[src/rtl/instr_encoder.sv]
// instr_encoder
// Byte-serial Y86-64 instruction writer. Takes one decoded instruction as
// fields over a valid/ready handshake and validates it with the same rules
// fetch uses. It then writes its 1/2/9/10-byte encoding, one byte per cycle,
// into the byte-wide instruction memory write port at an internal pointer.
//
// Ports:
//   clk, rst            clock, synchronous active-high reset
//   load_addr, addr_in  reload the write pointer (IDLE only, wins over in_valid)
//   in_valid, in_ready  instruction handshake
//   icode, ifun, rA, rB instruction fields
//   valC                64-bit constant word
//   mem_we, mem_addr, mem_wdata   registered byte write port
//   done, enc_error, mem_error    completion / rejection pulses
//   len                 length of the last accepted instruction (0 if rejected)
//   next_pc             write pointer after the last instruction
module instr_encoder #(
  parameter int MEM_BYTES = 1024
) (
  input  logic        clk,
  input  logic        rst,
  input  logic        load_addr,
  input  logic [63:0] addr_in,
  input  logic        in_valid,
  output logic        in_ready,
  input  logic [3:0]  icode,
  input  logic [3:0]  ifun,
  input  logic [3:0]  rA,
  input  logic [3:0]  rB,
  input  logic [63:0] valC,
  output logic        mem_we,
  output logic [63:0] mem_addr,
  output logic [7:0]  mem_wdata,
  output logic        done,
  output logic        enc_error,
  output logic        mem_error,
  output logic [3:0]  len,
  output logic [63:0] next_pc
);

  typedef enum logic [1:0] {IDLE, EMIT, DONE} state_t;

  state_t      state_q, state_d;
  logic [63:0] ptr_q, ptr_d;
  logic [3:0]  len_q, len_d;
  logic [3:0]  elen_q, elen_d;
  logic [3:0]  rem_q, rem_d;
  logic [79:0] enc_q, enc_d;
  logic        mem_we_q, mem_we_d;
  logic [63:0] mem_addr_q, mem_addr_d;
  logic [7:0]  mem_wdata_q, mem_wdata_d;
  logic        done_q, done_d;
  logic        enc_error_q, enc_error_d;
  logic        mem_error_q, mem_error_d;

  logic        need_regids, need_valc, fields_ok, fits;
  logic [3:0]  ra_eff, rb_eff, new_len;
  logic [79:0] enc_new;

  always_comb begin
    need_regids = icode inside {4'd2, 4'd3, 4'd4, 4'd5, 4'd6, 4'd10, 4'd11};
    need_valc   = icode inside {4'd3, 4'd4, 4'd5, 4'd7, 4'd8};
    case (icode)
      4'd0, 4'd1, 4'd3, 4'd4, 4'd5,
      4'd8, 4'd9, 4'd10, 4'd11: fields_ok = (ifun == 4'd0);
      4'd2, 4'd7:               fields_ok = (ifun <= 4'd6);
      4'd6:                     fields_ok = (ifun <= 4'd3);
      default:                  fields_ok = 1'b0;
    endcase
    // irmovq has no source register; pushq/popq have no rB.
    ra_eff  = (icode == 4'd3) ? 4'hF : rA;
    rb_eff  = (icode == 4'd10 || icode == 4'd11) ? 4'hF : rB;
    new_len = 4'd1 + {3'b000, need_regids} + (need_valc ? 4'd8 : 4'd0);
    // Full encoding, byte 0 in the low bits, so emission is a right shift.
    if (need_regids) enc_new = {valC, ra_eff, rb_eff, icode, ifun};
    else             enc_new = {8'h00, valC, icode, ifun};
    // 65-bit sum so a pointer near 2^64 wrapping around is still rejected.
    fits = ({1'b0, ptr_q} + 65'(new_len)) <= 65'(MEM_BYTES);
  end

  assign in_ready = (state_q == IDLE) && !load_addr;

  always_comb begin
    state_d     = state_q;
    ptr_d       = ptr_q;
    len_d       = len_q;
    elen_d      = elen_q;
    rem_d       = rem_q;
    enc_d       = enc_q;
    mem_we_d    = 1'b0;
    mem_addr_d  = mem_addr_q;
    mem_wdata_d = mem_wdata_q;
    done_d      = 1'b0;
    enc_error_d = 1'b0;
    mem_error_d = 1'b0;
    case (state_q)
      IDLE: begin
        if (load_addr) begin
          ptr_d = addr_in;
        end else if (in_valid) begin
          if (!fields_ok) begin
            state_d     = DONE;
            done_d      = 1'b1;
            enc_error_d = 1'b1;
            len_d       = 4'd0;
          end else if (!fits) begin
            state_d     = DONE;
            done_d      = 1'b1;
            mem_error_d = 1'b1;
            len_d       = 4'd0;
          end else begin
            // Byte 0 is registered on the acceptance edge itself.
            state_d     = EMIT;
            mem_we_d    = 1'b1;
            mem_addr_d  = ptr_q;
            mem_wdata_d = enc_new[7:0];
            enc_d       = enc_new >> 8;
            rem_d       = new_len - 4'd1;
            elen_d      = new_len;
          end
        end
      end
      EMIT: begin
        if (rem_q == 4'd0) begin
          state_d = DONE;
          done_d  = 1'b1;
          ptr_d   = ptr_q + 64'(elen_q);
          len_d   = elen_q;
        end else begin
          mem_we_d    = 1'b1;
          mem_addr_d  = mem_addr_q + 64'd1;
          mem_wdata_d = enc_q[7:0];
          enc_d       = enc_q >> 8;
          rem_d       = rem_q - 4'd1;
        end
      end
      DONE: begin
        state_d = IDLE;
      end
      default: begin
        state_d = IDLE;
      end
    endcase
  end

  always_ff @(posedge clk) begin
    if (rst) begin
      state_q     <= IDLE;
      ptr_q       <= 64'd0;
      len_q       <= 4'd0;
      elen_q      <= 4'd0;
      rem_q       <= 4'd0;
      enc_q       <= 80'd0;
      mem_we_q    <= 1'b0;
      mem_addr_q  <= 64'd0;
      mem_wdata_q <= 8'd0;
      done_q      <= 1'b0;
      enc_error_q <= 1'b0;
      mem_error_q <= 1'b0;
    end else begin
      state_q     <= state_d;
      ptr_q       <= ptr_d;
      len_q       <= len_d;
      elen_q      <= elen_d;
      rem_q       <= rem_d;
      enc_q       <= enc_d;
      mem_we_q    <= mem_we_d;
      mem_addr_q  <= mem_addr_d;
      mem_wdata_q <= mem_wdata_d;
      done_q      <= done_d;
      enc_error_q <= enc_error_d;
      mem_error_q <= mem_error_d;
    end
  end

  assign mem_we    = mem_we_q;
  assign mem_addr  = mem_addr_q;
  assign mem_wdata = mem_wdata_q;
  assign done      = done_q;
  assign enc_error = enc_error_q;
  assign mem_error = mem_error_q;
  assign len       = len_q;
  assign next_pc   = ptr_q;

endmodule

[config.mk]
export PLATFORM = sky130hd
export DESIGN_NAME = instr_encoder
export DESIGN_NICKNAME = d
export VERILOG_FILES = /design/src/rtl/instr_encoder.sv
export SDC_FILE = /design/constraint.sdc
export NUM_CORES = 1
export LEC_CHECK = 0
export ABC_CLOCK_PERIOD_IN_PS = 13900
export BUFFER_PORTS_ARGS = -buffer_cell sky130_fd_sc_hd__buf_2
export CORE_ASPECT_RATIO = 1.1
export CORE_MARGIN = 3
export CORE_UTILIZATION = 56
export CTS_CLUSTER_DIAMETER = 80
export DETAILED_ROUTE_END_ITERATION = 6
export HOLD_SLACK_MARGIN = 0.05
export PLACE_DENSITY_LB_ADDON = 0.08
export SKIP_CTS_REPAIR_TIMING = 1
export SLEW_MARGIN = 15
export SYNTH_ARGS = -nofsm -noshare
export SYNTH_HDL_FRONTEND = slang
export SYNTH_SLANG_ARGS = --single-unit
[constraint.sdc]
create_clock -name clk -period 13.9 [get_ports clk]
set_clock_uncertainty 0.1 [all_clocks]
set_input_delay 0.695 -clock clk [delete_from_list [all_inputs] [get_ports clk]]
set_output_delay 0.695 -clock clk [all_outputs]
set_load 0.02 [all_outputs]
==> results of run 1 <==
cells by family (layout without fill, tap and decap cells):
kind of cell / after synthesis / after routing / share of synthesized area [%]
buf+inv: 231 / 387 / 6.47
other cells: 1 / 1 / 0.0246
flops: 224 / 224 / 29.4
mux: 23 / 23 / 1.52
xor+xnor: 22 / 22 / 1.26
compound gates: 628 / 628 / 27.3
fa+ha+maj: 10 / 10 / 0.918
simple gates: 1071 / 1071 / 33.1
placed cells by master, fill, tap and decap left out, drive strengths merged, types with 10 or more instances in the layout:
| cell type | netlist | routed |
|---|---|---|
| a211oi | 46 | 46 |
| a21oi | 208 | 208 |
| a22oi | 21 | 21 |
| a311oi | 17 | 17 |
| a31oi | 19 | 19 |
| and2 | 11 | 11 |
| and3 | 15 | 15 |
| and4 | 16 | 16 |
| buf | 44 | 310 |
| clkbuf | 158 | 37 |
| clkinv | 1 | 10 |
| dfxtp | 224 | 224 |
| inv | 28 | 28 |
| mux2i | 22 | 22 |
| nand2 | 394 | 394 |
| nand3 | 124 | 124 |
| nand4 | 80 | 80 |
| nor2 | 220 | 220 |
| nor2b | 10 | 10 |
| nor3 | 86 | 86 |
| nor4 | 45 | 45 |
| o211ai | 55 | 55 |
| o21ai | 133 | 133 |
| o22ai | 18 | 18 |
| o31ai | 15 | 15 |
| o32ai | 24 | 24 |
| or2 | 13 | 13 |
| or3 | 20 | 20 |
| or4 | 18 | 18 |
| xnor2 | 10 | 10 |
| xor2 | 12 | 12 |
flip-flops by register name, indices dropped and copies added (netlist names):
signal,count
enc_q,72
mem_addr,64
mem_wdata,8
mem_we,1
mem_error,1
rem_q,4
done,1
len,3
state_q,2
next_pc,64
enc_error,1
elen_q,3
power by group:
part           internal (mW)  switching (mW)
Combinational         0.0775           0.130
Clock                  0.413           0.284
Sequential             0.655          0.0469
metal layers:
metal / GRT usage (%) / wire, µm
met2: 63.6 / 27700
met1: 49.3 / 23300
met4: 18.9 / 3210
met5: 0 / 0
met3: 8.23 / 6090
path summary, 6_finish.rpt:
path                     from      endpoint  slack (ns)  cells past startpoint
setup / recovery     icode[2]  mem_addr[53]        6.76                     17
setup reg to reg  next_pc[36]  mem_addr[53]        7.32                     11
hold reg to reg     enc_q[71]     enc_q[71]        0.35                      2
hold / removal       valC[63]     enc_q[71]        0.31                      3
critical path, cell delays in order:
cell	delay, ns
buf_2	0.23
nor2b_1	0.20
nand2_1	0.08
nand2_2	0.07
buf_4	0.54
ha_1	0.37
a211oi_1	0.67
or4_1	0.63
nor4b_1	0.17
or3_1	0.33
a211oi_1	0.46
and4_1	0.34
and4_1	0.39
or2_4	0.85
buf_4	0.83
o21ai_0	0.20
a32o_1	0.30
stage by stage:
step           worst slack, ns  utilization [%]  hold slack, ns  total power [mW]  cell area (µm²)
6_report                  6.76             65.5           0.314              1.61            17300
5_1_grt                   6.37             65.5           0.321              1.65            17300
4_1_cts                   6.95             65.5           0.306              1.60            17300
3_5_place_dp              6.38             62.3           0.345             0.914            16500
3_3_place_gp              6.51             62.3           0.341             0.911            16500
2_1_floorplan             8.97                -           0.332             0.827            15300
final cells by class:
class / instances / area [µm²] / share of cell area (%)
clock inverters: 11 / 109 / 0.628
multi-input cells: 1755 / 9820 / 56.6
well taps: 352 / 440 / 2.54
repair buffers: 310 / 1620 / 9.34
flip-flops and latches: 224 / 4480 / 25.9
inverters: 29 / 109 / 0.628
clock buffers: 37 / 753 / 4.35
==> flow_summary.yaml, run 1 <==
layout:
  layout.cells.non_filler: 2718
  drive_gt1_share_pct: 17.9
  nFillCells: 2373
  diodes: 0
  final_nets: 2504
  syn2layout_area_growth_pct: 13.6
sta:
  fin_setup_tns_ns: 0
  worst_pin_slew_ns: 1.40
  hold_viol: 0
  min_period_over_period_pct: 51.4
  setup_violations: 0
  max_freq_mhz: 140
  drv_slew: 0
  max-slew-margin-rel_pct: 6.43
  fin_crit_ns: 7.14
  grt_setup_unrepaired: "no"
synth:
  ys_types: 85
  synth_area_leader_cell: "dfxtp_1"
  async_flop_share_pct: 0
  ys.flop_type: "dfxtp_1"
  synth_common_cells: "nand2_1 (394), dfxtp_1 (224), nor2_1 (219), a21oi_1 (208), clkbuf_1 (158)"
  synth_edf_count: 0
  synth_fp_nets: 2368
  ys_top_cells_by_area: "dfxtp_1 (29%), nand2_1 (9.7%), a21oi_1 (6.8%), nor2_1 (5.4%), o21ai_0 (4.3%)"
  yosysWarnings: 0
  synth_top_area_share_pct: 29.4
  netlist_instances: 2210
  synth-seq-area-share_pct: 29.4
  yosysMostFrequentCell: "nand2_1"
  avgSynthCellArea_um2: 6.90
  synth_area_um2: 15300
  synth-seq-cells: 224
power_and_ir_drop:
  cellPowerDensity_nw_per_um2: 92.7
  peakVddDrop_mv: 0.0905
  p_leak_nw: 6.35
floorplan:
  ios: 293
  core-area_um2: 26500
  initial_core_util_pct: 57.7
  std_cell_rows: 62
  fp.dieW_um: 163
  die_y_um: 179
  die-area_um2: 29300
clock_tree:
  cts_max_level: 1
  clk_latency_ns: 0.55
  tritoncts: "built"
  cts_root_buf: "clkbuf_16"
  cts.sinks: 224
  clockBufferDepth: 3
  cts_buffers: 26
  path_clk_slew_ns: 0.06
route:
  drc: 0
  viasPerCell: 6.70
  dr.first_iter.drc_count: 2214
  wl_per_cell_um: 22.2
  antenna_left: 0
  drt_wl_total_um: 60300
  first_pass_iters: 7
  vias: 18200
critical_path:
  worstSetupPathType: "in2reg"
  crit_fanout: 78
  worst_ep_required_time_ns: 14.24
  arrival_ns: 7.49
  endpoint_kind: "register"
  start_kind: "input port"
placement:
  port_buffers: 291
  gp_congestion: 1.00
  dp_hpwl_um: 42100
  placed_cells: 2670
global_routing:
  grt_pass1_wl_um: 92100
  grt_max_degree: 266
  track_usage_pct: 39.1
  antenna_found_initial: 0
  grt_pass1_vias: 16700
  overflow: 0
job:
  cap_violations: 0
status:
  outcome: "completed"
hold_path:
  min_path_type: "in2reg"
(Power assumes the default switching activity.)
==> inputs of run 2 (changes only) <==
--- a/config.mk
+++ b/config.mk
@@ -5,11 +5,11 @@
 export SDC_FILE = /design/constraint.sdc
 export NUM_CORES = 1
 export LEC_CHECK = 0
-export ABC_CLOCK_PERIOD_IN_PS = 13900
+export ABC_CLOCK_PERIOD_IN_PS = 6250
 export BUFFER_PORTS_ARGS = -buffer_cell sky130_fd_sc_hd__buf_2
 export CORE_ASPECT_RATIO = 1.1
 export CORE_MARGIN = 3
-export CORE_UTILIZATION = 56
+export CORE_UTILIZATION = 51
 export CTS_CLUSTER_DIAMETER = 80
 export DETAILED_ROUTE_END_ITERATION = 6
 export HOLD_SLACK_MARGIN = 0.05
==> constraint.sdc (replaced) <==
create_clock -name clk -period 6.25 [get_ports clk]
set_clock_uncertainty 0.1 [all_clocks]
set_input_delay 0.3125 -clock clk [delete_from_list [all_inputs] [get_ports clk]]
set_output_delay 0.3125 -clock clk [all_outputs]
set_load 0.02 [all_outputs]
==> flow_summary.yaml, run 2 (synthesis results as in run 1) <==
status:
  outcome: "completed"
floorplan:
  die_y_um: 187
  ios: 293
  fp.dieW_um: 171
  die-area_um2: 32000
  initial_core_util_pct: 52.4
  std_cell_rows: 65
  core-area_um2: 29100
sta:
  holdWs_ns: 0.0148
  min_period_over_period_pct: 84.2
  max-slew-margin-rel_pct: 27.8
  max_freq_mhz: 190
  fin_crit_ns: 5.26
  drv_slew: 0
  worst_pin_slew_ns: 1.08
  hold_viol: 0
  grt_setup_unrepaired: "no"
  setup_violations: 0
  fin_setup_tns_ns: 0
clock_tree:
  tritoncts: "built"
  cts_buffers: 27
  cts.sinks: 224
  path_clk_slew_ns: 0.06
  clk_latency_ns: 0.54
  cts_root_buf: "clkbuf_16"
  clockBufferDepth: 3
  cts_max_level: 1
global_routing:
  grt_pass1_wl_um: 92900
  grt_max_degree: 255
  overflow: 0
  antenna_found_initial: 0
  grt_pass1_vias: 16500
  track_usage_pct: 35.7
route:
  vias: 18300
  antenna_left: 0
  wl_per_cell_um: 21.9
  viasPerCell: 6.59
  drt_wl_total_um: 60600
  dr.first_iter.drc_count: 1934
  drc: 0
  first_pass_iters: 6
placement:
  gp_congestion: 1.00
  dp_hpwl_um: 42500
  port_buffers: 291
  dpl_cell_area_um2: 16600
layout:
  final_nets: 2544
  final_cell_mix: "nand2_1 (393), buf_2 (290), dfxtp_1 (224)"
  stdcell_area_um2: 17800
  top_register: "enc_q"
  syn2layout_area_growth_pct: 16.6
  drive_gt1_share_pct: 18.3
  diodes: 0
  layout_commonest_cell: "nand2_1"
  multi_input_area_um2: 9820
  nFillCells: 2816
  seq_area_um2: 4480
  largest_reg_flops: 72
critical_path:
  worst_ep_required_time_ns: 6.58
  start_kind: "register"
  critical_path.top_delay_family: "simple AND/OR/NAND/NOR gates"
  path_cells: "nand4_1 -> buf_4 -> nor4_2 -> nand3_1 -> a2111o_1 -> a211oi_1 -> and4_1 -> and4_1 -> or2_4 -> buf_4 -> o21ai_0 -> a32o_1"
  worstSetupPathType: "reg2reg"
  arrival_ns: 5.60
  endpoint_kind: "register"
  slowest_delay_ns: 0.77
  crit_fanout: 35
  slowest_stage: "dfxtp_1"
  crit_buf_inv: 2
power_and_ir_drop:
  cellPowerDensity_nw_per_um2: 205
  peakVddDrop_mv: 0.210
  report.power.total_mw: 3.65
  p_leak_nw: 6.55
hold_path:
  min_path_type: "in2reg"
job:
  cap_violations: 0
==> run 2: cell count changes in the layout (fill, tap and decap cells not counted), sizes merged <==
cell,before,now
dlygate4sd3,0,24
buf,310,325
clkinv,10,8
bufinv,2,3
clkbuf,37,38
==> run 2: stage by stage <==
step,utilization [%],cells,setup WS (ns)
final,61.1,2773,0.987
after global routing,61.1,2773,0.802
after CTS,60.3,2749,1.16
after detailed placement,57.2,2701,0.661
after global placement,57.2,2701,0.830
after floorplan,-,2210,1.70
==> run 2: final cells by class <==
cell class	instances	area share (%)
clock inverters	10	0.725
flip-flops and latches	224	25.2
inverters	29	0.612
well taps	368	2.59
multi-input cells	1755	55.2
repair buffers	349	11.4
clock buffers	38	4.31
==> run 2: layer usage <==
| metal | part of all wire, % | vias to the layer above | GRT usage [%] | routed length, µm |
|---|---|---|---|---|
| met2 | 46 | 1016 | 58.3 | 28200 |
| met4 | 4.7 | 0 | 14.3 | 2860 |
| met3 | 10 | 179 | 7.23 | 6090 |
| met1 | 39 | 8643 | 45.9 | 23500 |
| li1 | - | 8439 | - | - |
| met5 | 0 | - | 0 | 0 |
==> run 2: where the power goes <==
group	internal [mW]	switching [mW]	total, mW	leakage [nW]
sequential	1.46	0.0992	1.56	1.82
clock	0.972	0.647	1.62	0.446
combinational	0.184	0.293	0.477	4.29
==> run 2: worst reg2reg max path, delay by kind of cell, from the launching register on <==
kind | cells | cell delay [ns]
flip-flops | 1 | 0.77
AO/OA/AOI/OAI | 4 | 1.22
AND/OR/NAND/NOR | 6 | 2.32
buffers and inverters | 2 | 0.75
==> run 2: path summary, 6_finish.rpt <==
kind / from / slack [ns] / cells after the start / endpoint
max: next_pc[36] / 0.99 / 12 / mem_addr[2]
min: addr_in[39] / 0.01 / 3 / next_pc[39]
max reg2reg: next_pc[36] / 0.99 / 12 / mem_addr[2]
min reg2reg: enc_q[20] / 0.35 / 2 / enc_q[20]
